### src/rtl/m_condcode_ser.sv
// m_condcode_ser: slice-serial compare producing RISC-V less-than, equality and branch-taken flags.
module m_condcode_ser #(
  parameter int WIDTH = 32,
  parameter int SLICE = 8
) (
  input  logic             clk,
  input  logic             rst,
  input  logic             start,
  input  logic [2:0]       func3,
  input  logic [WIDTH-1:0] a,
  input  logic [WIDTH-1:0] b,
  input  logic             hold,
  output logic             busy,
  output logic             done,
  output logic             raluF,
  output logic             req,
  output logic             is_brcond
);
  localparam int NS = WIDTH / SLICE;
  localparam int CW = NS > 1 ? $clog2(NS) : 1;
  typedef enum logic [1:0] {IDLE, RUN, DONE} state_t;
  state_t state, state_n;
  logic [CW-1:0] cnt;
  logic carry, eqacc, valid;
  logic [2:0] f3;
  logic [WIDTH-1:0] a_r, b_r;
  logic [SLICE-1:0] a_s, b_s;
  logic accept, step, last, carry_n, eq_n, ult, slt, lt_n;
  assign accept = start && state != RUN;
  assign step = state == RUN && !hold;
  assign last = cnt == CW'(NS - 1);
  assign a_s = a_r[int'(cnt) * SLICE +: SLICE];
  assign b_s = b_r[int'(cnt) * SLICE +: SLICE];
  // carry out of a + ~b + carry: set when a > b, or a == b and carry-in set
  assign carry_n = (a_s > b_s) | ((a_s == b_s) & carry);
  assign eq_n = eqacc & (a_s == b_s);
  assign ult = ~carry_n;
  assign slt = (a_r[WIDTH-1] & ~b_r[WIDTH-1]) | (~(a_r[WIDTH-1] ^ b_r[WIDTH-1]) & ~carry_n);
  assign lt_n = (f3[2] | f3[1]) & ((f3[2] ? f3[1] : f3[0]) ? ult : slt);
  assign busy = state == RUN;
  assign done = state == DONE;
  assign is_brcond = valid & (f3[2] ? raluF ^ f3[0] : ~f3[1] & (req ^ f3[0]));
  always_comb begin
    state_n = accept ? RUN : state == DONE ? IDLE : (step && last) ? DONE : state;
  end
  always_ff @(posedge clk) begin
    if (rst) state <= IDLE;
    else state <= state_n;
  end
  always_ff @(posedge clk) begin
    if (rst) begin
      cnt <= '0;
      carry <= 1'b1;
      eqacc <= 1'b1;
      valid <= 1'b0;
      raluF <= 1'b0;
      req <= 1'b0;
      f3 <= 3'b000;
    end else if (accept) begin
      a_r <= a;
      b_r <= b;
      f3 <= func3;
      cnt <= '0;
      carry <= 1'b1;
      eqacc <= 1'b1;
      valid <= 1'b0;
    end else if (step) begin
      cnt <= cnt + 1'b1;
      carry <= carry_n;
      eqacc <= eq_n;
      if (last) begin
        raluF <= lt_n;
        req <= eq_n;
        valid <= 1'b1;
      end
    end
  end
endmodule

### config.mk
export PLATFORM = sky130hd
export DESIGN_NAME = m_condcode_ser
export DESIGN_NICKNAME = d
export VERILOG_FILES = /design/src/rtl/m_condcode_ser.sv
export SDC_FILE = /design/constraint.sdc
export NUM_CORES = 1
export LEC_CHECK = 0
export BUFFER_PORTS_ARGS = -buffer_cell sky130_fd_sc_hd__buf_2
export CORE_MARGIN = 2
export CORE_UTILIZATION = 45
export CTS_CLUSTER_SIZE = 28
export DETAILED_ROUTE_END_ITERATION = 6
export HOLD_SLACK_MARGIN = 0.06
export PLACE_DENSITY = 0.7
export SLEW_MARGIN = 15
export SYNTH_ARGS = -nofsm -noshare
export SYNTH_HDL_FRONTEND = slang
export SYNTH_SLANG_ARGS = --single-unit
### constraint.sdc
create_clock -name clk -period 6.6 [get_ports clk]
set_input_delay 0.33 -clock clk [delete_from_list [all_inputs] [get_ports clk]]
set_output_delay 0.33 -clock clk [all_outputs]
set_load 0.01 [all_outputs]
Yosys cells after proc, flatten, opt, wreduce, memory -nomap -nowiden --
Index checks and enable logic that the tools add are counted.
Word-level totals: register bits 76, output and inout port bits 5, word-level logic and storage cells 55, input port bits 71
Cells by class: add/subtract/negate cells 1, shift operators 2, $lt $le $gt $ge 1, mux-type cells 6, equal/unequal tests 5, bitwise gates (word level) 19, reductions and logical operators 10
Operator list (number):
- 32-bit by 6-bit variable part select with 8-bit output | 2
- 8-bit == test | 1
- 8-bit greater-than comparator | 1
- 1-bit bitwise AND | 7
- 1-bit 2-to-1 mux | 6
- 1-bit NOT | 6
- 2-bit == test, second input constant | 2
- 2-bit AND reduction | 2
- 1-bit logical AND | 3
- 1-bit OR | 3
- 3-bit AND reduction | 1
- 3-bit nonzero test | 1
- 3-bit OR reduction | 1
- 1-bit XOR | 3
- 2-bit by 1-bit adder with 2-bit output, second input constant | 1
- 2-bit by 1-bit == test with 1-bit output, second input constant | 1
- 2-bit by 1-bit inequality test with 1-bit output, second input constant | 1
- 2-bit OR reduction | 1
- 1-bit zero test | 1

Longest topological paths before layout --
Gate-level depths: netlist of run 1.
depth in word-level cells 9, depth in mapped cells 9, mapped depth without buffers 7

Least setup slack after synthesis of run 1 --
Ideal clock, no wire load.
kind reg2reg, from reg state[1], to reg a_r[0] (enable), data arrival time 3439 ps, data required time 6108 ps, cell stages (with the launch flop) 4, library setup time 492 ps, period minus slack after synthesis 3931 ps, slack 2669 ps, buffers on the path 0, cell sequence dfxtp_1 -> nand2b_1 -> nand2_1 -> nor2_1
Between the ends: longest elaborated chain between the ends 3
RTL lines:
- start, declared | line 22 | state_t state, state_n;
- start signal, assigned | line 48 | else state <= state_n;
- 2-bit by 1-bit inequality test with 1-bit output | line 29 | assign accept = start && state != RUN;
- 1-bit logical AND | line 29
- 2-bit AND reduction (no line)
- end signal, assigned | line 60 | a_r <= a;
- end, declared | line 26 | logic [WIDTH-1:0] a_r, b_r;
No other way between the ends. A chain may end at the register's enable or synchronous reset.

Final worst setup path of run 1 --
from reg cnt[0], to reg carry
Between the ends: longest elaborated chain between the ends 4, elaborated cells on any way between the ends 6, classes of those cells 1 x order compare; 1 x eq/ne; 2 x shift; 2 x bitwise
RTL lines:
- start, declared | line 23 | logic [CW-1:0] cnt;
- start signal, assigned | line 68 | cnt <= cnt + 1'b1;
- branches (longest 3 deep; another with 8-bit greater-than comparator)
- 1-bit OR * | line 35 | assign carry_n = (a_s > b_s) | ((a_s == b_s) & carry);
- end signal, assigned | line 69 | carry <= carry_n;
- end, declared | line 24 | logic carry, eqacc, valid;
Every way passes the cells marked *.

==> results.md, run 1 <==
* Power Dens Cells at 275 mW/mm^2
* Slew margin rel. at between 40% and 50%
* Final WS setup at between 3000 and 4000 ps
* Status: complete, no violations
* Worst Path Buf+Inv at 2
* Clock Tree Buf Depth at 2
* CTS tree: done
* Mean Syn Cell Area at 17.6 um^2
* RSZ-0062 raised after global routing: no
* Commonest non-fill, non-tap cell in the layout: buf_2
* Die footprint at about 0.0075 mm^2
* Largest cells by area after synthesis: edfxtp_1 63%, mux4_2 12%, dfxtp_1 7.8%
* Final setup viols at 0
* Net Sw Frac at between 10% and 20%
* Postcts setup bufs at 0
* CTS root buf: clkbuf_8
* CTS Sinks at between 70 and 80
* Worst-skew pair later-pin latency at roughly 330 ps
* Post-CTS Hold Fix Bufs at 0
* CTS buffer count at 9
* Synth area leader: edfxtp_1
* Final setup TNS at 0 ps
* Highest-delay cell along the critical path: dfxtp_1
* Syn nets at about 260
* Core Region at approximately 0.0067 mm^2
* Crit path capture type: register
* Final ANT Viol Nets at 0
* Share of cells above drive strength 1 at between 40% and 50%
* Worst EP required at between 6000 and 7000 ps
* Drt via density at just over 5
* Die Y-Extent at 86.5 um
* N_diodes at 0
* RD Place Congestion at slightly above 0.8
* # rows at 30
* Clock skew at between 7 and 8 ps
* Max-cap viol count at 0
* Starting Density at a little under half
* Final Hold Violating Endpoints at 0
* WL final at approximately 5300 um
* Area grow syn2layout at 23.0%
* Initial DRC count at 83
* Cells after Synth at 174
* Die W at 86.5 um
* Critical path class: reg -> reg
* Slew @ Worst Pin at roughly 850 ps
* Post-Syn Area at ~0.003 mm^2
* Hold Crit Class: in -> reg
* Number of global-route vias before repair at between 1500 and 2000
* Sequential fraction of the synthesis area at 70.6%
* Synth cell types at 30
* Crit path max-delay family: compound AO/OA/AOI/OAI gates
* Switching Power at 201 uW
* Post-cts sizing count at 0
* Max Slew Vio Count at 0
* Clk pwr share at about 39%
* Net count, final at between 300 and 400
* Crit-path max cell delay at approximately 630 ps
* Synth top area share at a little over three fifths
* PortBufs at 75
* First-pass GRT wire length at roughly 8700 um
* Pin count of the biggest net entering global routing at 41
* WP data arrival at 3080 ps
* Pre-CTS setup slack at roughly 3700 ps
* Crit path time final at ~2800 ps
* Logic pwr share at under 10%
* Commonest cells after routing, fill and taps aside: 75 x buf_2, 64 x edfxtp_1, 16 x mux4_2
* Maximum fanout along the worst path at 11
* Max frequency at between 300 and 400 MHz
* Reg power frac at around 54%
* Total gr overflow at 0
* H-Tree Depth at 3
* # DRC at 0
* Synthesis-stage register bit count at 76
* All-Layer GR Usage at between 10% and 20%
* Ys Warns at 0
* Initial antenna violation count at 0
* # IOs at 76
* Leak at between 1 and 1.5 nW
* Setup crit start kind: register
* Clock-pin slew on the worst setup and hold paths at 70 ps
* Routed wire length per instance at about 15 um
* Drt first pass iters at 4
* Tcrit/Tclk final at 43.2%
* Ordered list of cells on the worst path: buf_4, mux4_2, inv_1, ha_1, nand2b_1, a2111oi_0, o31ai_1, o21a_1
* Peak VDD IR at 0.134 mV
* Via count at ~1700
* Detailed Place HPWL at ~3700 um
* Internal at between 800 and 900 uW
-- synthesized netlist by cell type --
cell	n
edfxtp_1	64
or4_1	1
a21oi_1	9
and2b_2	1
nor3_1	4
inv_1	13
buf_1	1
nand4_1	2
a2111oi_0	2
a22oi_1	1
mux4_2	16
o31ai_1	1
xnor2_1	2
ha_1	10
nor2_1	6
mux2_2	1
nand4bb_1	1
nor3b_4	1
clkbuf_1	1
xor2_1	1
buf_2	3
dfxtp_1	12
nand2_1	8
a211oi_1	1
a22o_1	3
a31o_2	1
o21ai_0	2
nand2b_1	2
nand3b_1	1
o21a_1	3
-- metal layers --
layer  up-vias  GRT usage, %  part of all wire, %
met4         0          6.39                  1.7
li1        845             -                    -
met3        10          6.19                  7.6
met2        71          22.9                   47
met1       791          21.5                   44
met5         -             0                    0
-- sequential cells by signal, summed over array words and instances, names as in the netlist, 2 cells and up --
signal and flops:
f3 3, b_r 32, state 2, a_r 32
cnt 2
-- area by class of cell --
cell class | count | area, um^2
Fill cell | 565 | 2920
Sequential cell | 76 | 2160
Multi-Input combinational cell | 80 | 835
Timing Repair Buffer | 77 | 390
Clock buffer | 10 | 128
Clock inverter | 5 | 101
Tap cell | 80 | 100
Inverter | 13 | 48.8
-- kinds of logic after synthesis --
| logic type | after synthesis | synth area share [%] |
|---|---|---|
| mux | 17 | 12.1 |
| flops | 76 | 70.6 |
| xor+xnor | 3 | 0.859 |
| compound gates | 23 | 4.99 |
| simple gates | 27 | 4.95 |
| fa+ha+maj | 10 | 4.09 |
| buf+inv | 18 | 2.33 |
-- power groups by stage --
stage	Combinational (mW)	Sequential [mW]	Clock, mW
floorplan	0.0478	0.562	0
global placement	0.0784	0.564	0
detailed placement	0.0802	0.565	0
CTS	0.0806	0.554	0.413
global route	0.0893	0.556	0.438
finish	0.0789	0.554	0.403
-- path summary, 6_finish.rpt --
kind | from | cells after the start | slack [ps] | to
setup / recovery | cnt[0]$_SDFFE_PP0P_ | 8 | 3750 | carry$_SDFFE_PP1P_
hold / removal | a[3] | 1 | 170 | a_r[3]$_DFFE_PP_
setup reg to reg | cnt[0]$_SDFFE_PP0P_ | 8 | 3750 | carry$_SDFFE_PP1P_
hold reg to reg | eqacc$_SDFFE_PP1P_ | 2 | 470 | eqacc$_SDFFE_PP1P_
-- per-stage QoR --
step                power [mW]  hold slack (ps)  area, um^2  util, %  cells
floorplan                0.610              402        3060        -    174
global placement         0.643              434        3540     52.9    326
detailed placement       0.645              452        3540     52.9    326
CTS                       1.05              148        3760     56.3    341
global route              1.08              140        3760     56.3    341
finish                    1.04              168        3760     56.3    341
-- worst register-to-register path, stage by stage (launching register included) --
cell and delay [ps]:
dfxtp_1 630, buf_4 340, mux4_2 530, inv_1 70, ha_1 240, nand2b_1 140
a2111oi_0 470, o31ai_1 140, o21a_1 200
No activity file was read; power rests on OpenSTA's default activity.
==> run 2, diff against run 1 <==
Settings changed: ABC_AREA set to 1.
Clock period 6.6 ns to 3 ns, I/O delays scaled along.
==> results.md, run 2 <==
* Status: complete, no violations
* Starting Density at 46.3%
* # IOs at 76
* Worst EP required at 3290 ps
* WL final at about 7000 um
* Crit Reg-Reg Startpoint: cnt[1]$_SDFFE_PP0P_
* Final core area utilization at between 60 and 70%
* Mean Syn Cell Area at ~12 um^2
* Synth top area share at around three fifths
* First-pass GRT wire length at between 10000 and 15000 um
* Routed wire length per instance at ~14 um
* WP data arrival at ~2700 ps
* Switching Power at around 540 uW
* Die W at about 88 um
* Ys flop type: edfxtp_1
* Post-Syn Area at between 0.003 and 0.004 mm^2
* CTS tree: done
* Core Region at between 0.006 and 0.007 mm^2
* Synthesis-stage register bit count at between 70 and 80
* Hold depth at 4
* Critical path class: reg -> reg
* Clock-pin slew on the worst setup and hold paths at roughly 70 ps
* Reg2reg end: raluF$_SDFFE_PP0P_
* Reg2Reg Setup Slack at 560 ps
* Biggest regs: a_r: 32 flops, b_r: 32 flops, f3: 3 flops
* Share of cells above drive strength 1 at approximately a quarter
* Drt via density at 4.80
* Synth cell types at 29
* RSZ-0062 raised after global routing: no
* Max-cap viol count at 0
* Sequential fraction of the synthesis area at roughly 69%
* Final ANT Viol Nets at 0
* Slew margin rel. at 44.1%
* Total gr overflow at 0
* Crit path capture type: register
* Post-DP Area at between 0.003 and 0.004 mm^2
* Clock Tree Buf Depth at 2
* All-Layer GR Usage at just under 20%
* Number of synthesized flops with an enable pin at 64
* Reg power frac at 53.6%
* Finished Cell Area at approximately 0.0045 mm^2
* Syn nets at 339
* Hold Path End: valid$_SDFFE_PP0P_
* H-Tree Depth at 3
* Via count at 2427
* CTS Sinks at 76
* Count leader, synth: edfxtp_1
* Maximum fanout along the worst path at 24
* Hold Crit Class: in -> reg
* Ys Warns at 0
* # rows at 30
* R2R cell count at 13
* Drt first pass iters at 4
* Worst-skew pair later-pin latency at 350 ps
* Final setup viols at 0
* Min Hold Slack at ~160 ps
* Area grow syn2layout at 42.8%
* Setup crit start kind: register
* Largest cells by area after synthesis: edfxtp_1 61%, dfxtp_1 7.6%, nand2_1 5.7%
* Power Dens Cells at slightly above 500 mW/mm^2
* Tcrit/Tclk final at between 80 and 90%
* Async S/R FF share, synth at 0%
* Clock skew at slightly above 10 ps
* N_diodes at 0
* Initial DRC count at between 150 and 200
* Synth top cells by count: 64 x edfxtp_1, 48 x nand2_1, 22 x nor2_1
* Net count, final at 486
* Commonest cells after routing, fill and taps aside: 75 x buf_2, 68 x dlygate4sd3_1, 64 x edfxtp_1
* Logic pwr share at between 10% and 20%
* Internal at around 1.7 mW
* Commonest non-fill, non-tap cell in the layout: buf_2
* Die footprint at about 0.0077 mm^2
* CTS root buf: clkbuf_8
* Crit path time final at 2440 ps
* Synth area leader: edfxtp_1
* Max Slew Vio Count at 0
* RD Place Congestion at between 0.7 and 0.8
* Pin count of the biggest net entering global routing at 69
* Peak VDD IR at roughly 0.32 mV
* # DRC at 0
* Die Y-Extent at 87.6 um
* Net Sw Frac at a little under a quarter
* Final Hold Violating Endpoints at 0
* Detailed Place HPWL at between 3000 and 4000 um
* Min-delay src: start
* Clk pwr share at between 30 and 40%
* Cells after Synth at about 260
* Max frequency at between 400 and 500 MHz
* Leak at 1.86 nW
* Initial antenna violation count at 0
* PortBufs at between 70 and 80
* CTS buffer count at 9
* Final setup TNS at 0 ps
* Postcts setup bufs at 0
* Slew @ Worst Pin at between 800 and 900 ps
* Number of global-route vias before repair at 2374
[run 2: area by class of cell]
type                            instances  area (um^2)
Timing Repair Buffer                  145         1070
Sequential cell                        76         2160
Clock inverter                          6         63.8
Tap cell                               96          120
Multi-Input combinational cell        153          871
Fill cell                             492         2300
Inverter                               20         75.1
Clock buffer                           10          128
[run 2: per-layer routing]
metal / wire, um / vias to the layer above / GRT usage, %
li1: - / 1211 / -
met3: 377 / 16 / 5.28
met4: 171 / 0 / 10.6
met5: 0 / - / 0
met1: 2930 / 1111 / 23.2
met2: 3520 / 89 / 31.3
[run 2: kinds of logic after synthesis]
family,after synthesis,synth area share [%]
AOI/OAI and AO/OA,60,11.6
adders and majority gates,10,3.98
buffers and inverters,29,3.74
DFF,76,68.7
muxes,1,0.318
and+or+nand+nor,82,11.6
[run 2: worst max-delay path by stage]
| stage | end | start |
|---|---|---|
| floorplan | a_r[0]$_DFFE_PP_ | state[1]$_SDFFE_PP0P_ |
| global placement | raluF$_SDFFE_PP0P_ | cnt[1]$_SDFFE_PP0P_ |
| detailed placement | raluF$_SDFFE_PP0P_ | cnt[1]$_SDFFE_PP0P_ |
| CTS | raluF$_SDFFE_PP0P_ | cnt[1]$_SDFFE_PP0P_ |
| global route | raluF$_SDFFE_PP0P_ | cnt[1]$_SDFFE_PP0P_ |
| finish | raluF$_SDFFE_PP0P_ | cnt[1]$_SDFFE_PP0P_ |
[run 2: through the flow]
step,power [mW],std cells,worst slack (ps)
2_1_floorplan,1.39,258,247
3_3_place_gp,1.47,422,690
3_5_place_dp,1.47,422,593
4_1_cts,2.29,506,591
5_1_grt,2.38,506,285
6_report,2.28,506,562
[run 2: worst max-delay path, stage by stage (launching register included)]
cell     delay [ps]
dfxtp_1         410
inv_1           540
o21ai_0         210
o22ai_1         230
ha_1            300
nand4_1         150
nor2_4           60
nor2_1           80
nand2_1          60
nand2_1          80
nand2_1          50
nand2_1          50
nand2_1          60
a21oi_2         100
[run 2: what timing repair did]
action / CTS / global route
resized for setup: 0 / 0
endpoints found under the hold margin: 69 / 0
hold buffers: 68 / 0
endpoints found under the setup margin: 0 / 0
[run 2: power by group through the flow]
stage | sequential (mW) | clock, mW | combinational [mW]
floorplan | 1.24 | 0 | 0.152
global placement | 1.25 | 0 | 0.224
detailed placement | 1.24 | 0 | 0.230
CTS | 1.22 | 0.765 | 0.299
global route | 1.23 | 0.815 | 0.336
finish | 1.22 | 0.755 | 0.303
==> run 3, diff against run 2 <==
Settings changed: ABC_AREA 1 to 0, PLACE_DENSITY 0.7 to 0.73.
Clock period 3 ns to 2.15 ns, I/O delays scaled along.
==> results.md, run 3 (same netlist as run 1, synthesis figures left out) <==
* Top Metal Used: met4
* # IOs at 76
* Detail Route met2 WL at between 4000 and 5000 um
* Initial antenna violation count at 0
* Pin count of the biggest net entering global routing at 44
* Starting Density at 45.8%
* Non-Filler Instances at 420
* Hold Path End: eqacc$_SDFFE_PP1P_
* CTS tree: done
* CTS root buf: clkbuf_8
* CTS Sinks at 76
* Final setup viols at 2
* Reg2Reg Setup Slack at -40 ps
* N_diodes at 0
* First-pass GRT wire length at ~11000 um
* Area grow syn2layout at 52.4%
* Failing checks: setup timing
* Reg power frac at a little under three fifths
* Commonest cells after routing, fill and taps aside: 75 x buf_2, 68 x dlygate4sd3_1, 64 x edfxtp_1
* Maximum fanout along the worst path at 8
* WL final at roughly 7500 um
* Total gr overflow at 0
* R2R cell count at 8
* Finished Cell Area at between 0.004 and 0.005 mm^2
* Die W at a little under 90 um
* Post-DP Area at between 0.003 and 0.004 mm^2
* Routed wire length per instance at about 18 um
* Metal3 WL at 335 um
* # rows at 30
* Detailed Place HPWL at 4030 um
* Tcrit/Tclk final at 102%
* Die Y-Extent at slightly below 90 um
* Clk pwr share at between 30% and 40%
* Switching Power at 740 uW
* Wl on met1 at around 2800 um
* Crit Reg-Reg Startpoint: cnt[0]$_SDFFE_PP0P_
* Share of cells above drive strength 1 at 42.6%
* Placed Cells at roughly 330
* H-Tree Depth at 3
* Net Sw Frac at 24.0%
* Clock Tree Buf Depth at 2
* Peak VDD IR at roughly 0.46 mV
* Net count, final at ~420
* RSZ-0062 raised after global routing: yes
* WP data arrival at between 2000 and 2500 ps
* Leak at 1.77 nW
* Crit path capture type: register
* # DRC at 0
* All-Layer GR Usage at between 20% and 30%
* Min-delay src: start
* RD Place Congestion at just over 0.8
* Status: finished with violations
* Die footprint at approximately 0.0075 mm^2
* Initial DRC count at 95
* Hold depth at 3
* Slew @ Worst Pin at 493 ps
* Worst EP required at around 2400 ps
* Via count at ~2100
* Reg2reg end: carry$_SDFFE_PP1P_
* Critical path class: reg -> reg
* Final ANT Viol Nets at 0
* Pre-CTS setup slack at -10.8 ps
* Drt via density at between 5 and 6
* Max Slew Vio Count at 0
* Drt first pass iters at 4
* Final Hold Violating Endpoints at 0
* Commonest non-fill, non-tap cell in the layout: buf_2
* Internal at around 2.3 mW
* Clock skew at 10.0 ps
* Setup crit start kind: register
* Max-cap viol count at 0
* Hold Crit Class: in -> reg
* Final WS setup at -40.8 ps
* CTS buffer count at 9
* Biggest regs: a_r: 32 flops, b_r: 32 flops, f3: 3 flops
* Core Region at approximately 0.0067 mm^2
* Max frequency at ~460 MHz
* Power Dens Cells at about 660 mW/mm^2
* Number of global-route vias before repair at approximately 2300
* PortBufs at between 70 and 80
* Worst-skew pair later-pin latency at 360 ps
* Clock-pin slew on the worst setup and hold paths at about 80 ps
* Crit path time final at roughly 2200 ps
* Logic pwr share at 14.0%
* Slew margin rel. at around two thirds
run 3: power groups by stage:
| stage | Sequential [mW] | Clock (mW) | Combinational [mW] |
|---|---|---|---|
| after CTS | 1.70 | 0.945 | 0.385 |
| final | 1.70 | 0.949 | 0.433 |
| after detailed placement | 1.73 | 0 | 0.281 |
| after floorplan | 1.72 | 0 | 0.170 |
| after global routing | 1.71 | 1.01 | 0.468 |
| after global placement | 1.73 | 0 | 0.274 |
run 3: metal layers:
metal	GRT usage, %	up-vias
li1	-	1009
met1	21.8	1016
met2	36.6	77
met3	4.95	22
met4	9.66	0
met5	0	-
run 3: cell type report:
type | instances | area (um^2)
fillers | 425 | 2020
well taps | 80 | 100
flip-flops and latches | 76 | 2170
clock inverters | 6 | 41.3
multi-input cells | 80 | 973
clock buffers | 9 | 124
inverters | 13 | 48.8
repair buffers | 156 | 1210
run 3: metrics by stage:
stage	utilization (%)	power (mW)	setup TNS (ps)	hold slack (ps)
floorplan	-	1.89	-51.6	180
global placement	54.8	2.00	0	284
detailed placement	54.8	2.01	-10.8	286
CTS	67.8	3.03	0	87.8
global route	69.8	3.18	-269	117
finish	69.8	3.08	-46.8	105
run 3: worst max-delay path, stage by stage, from the launching register on:
cell and delay (ps):
dfxtp_4 370, buf_12 140, buf_8 110, mux4_2 520
ha_4 290, nand4_1 190, o21ai_2 240, nand3b_1 100
o21a_1 130
run 3: repair_timing:
action | 4_1_cts | 5_1_grt
resized for setup | 2 | 23
pin swaps | 0 | 9
hold buffers | 68 | 0
hold endpoints to repair | 68 | 0
endpoints found under the setup margin | 1 | 3
setup buffers | 3 | 2
run 3: worst max-delay path by stage:
stage                    endpoint                 from  cells past startpoint
6_report       carry$_SDFFE_PP1P_  cnt[0]$_SDFFE_PP0P_                      8
5_1_grt        carry$_SDFFE_PP1P_  cnt[0]$_SDFFE_PP0P_                      8
4_1_cts        carry$_SDFFE_PP1P_  cnt[0]$_SDFFE_PP0P_                      7
3_5_place_dp   carry$_SDFFE_PP1P_  cnt[0]$_SDFFE_PP0P_                      7
3_3_place_gp   carry$_SDFFE_PP1P_  cnt[0]$_SDFFE_PP0P_                      6
2_1_floorplan  carry$_SDFFE_PP1P_  cnt[0]$_SDFFE_PP0P_                      8
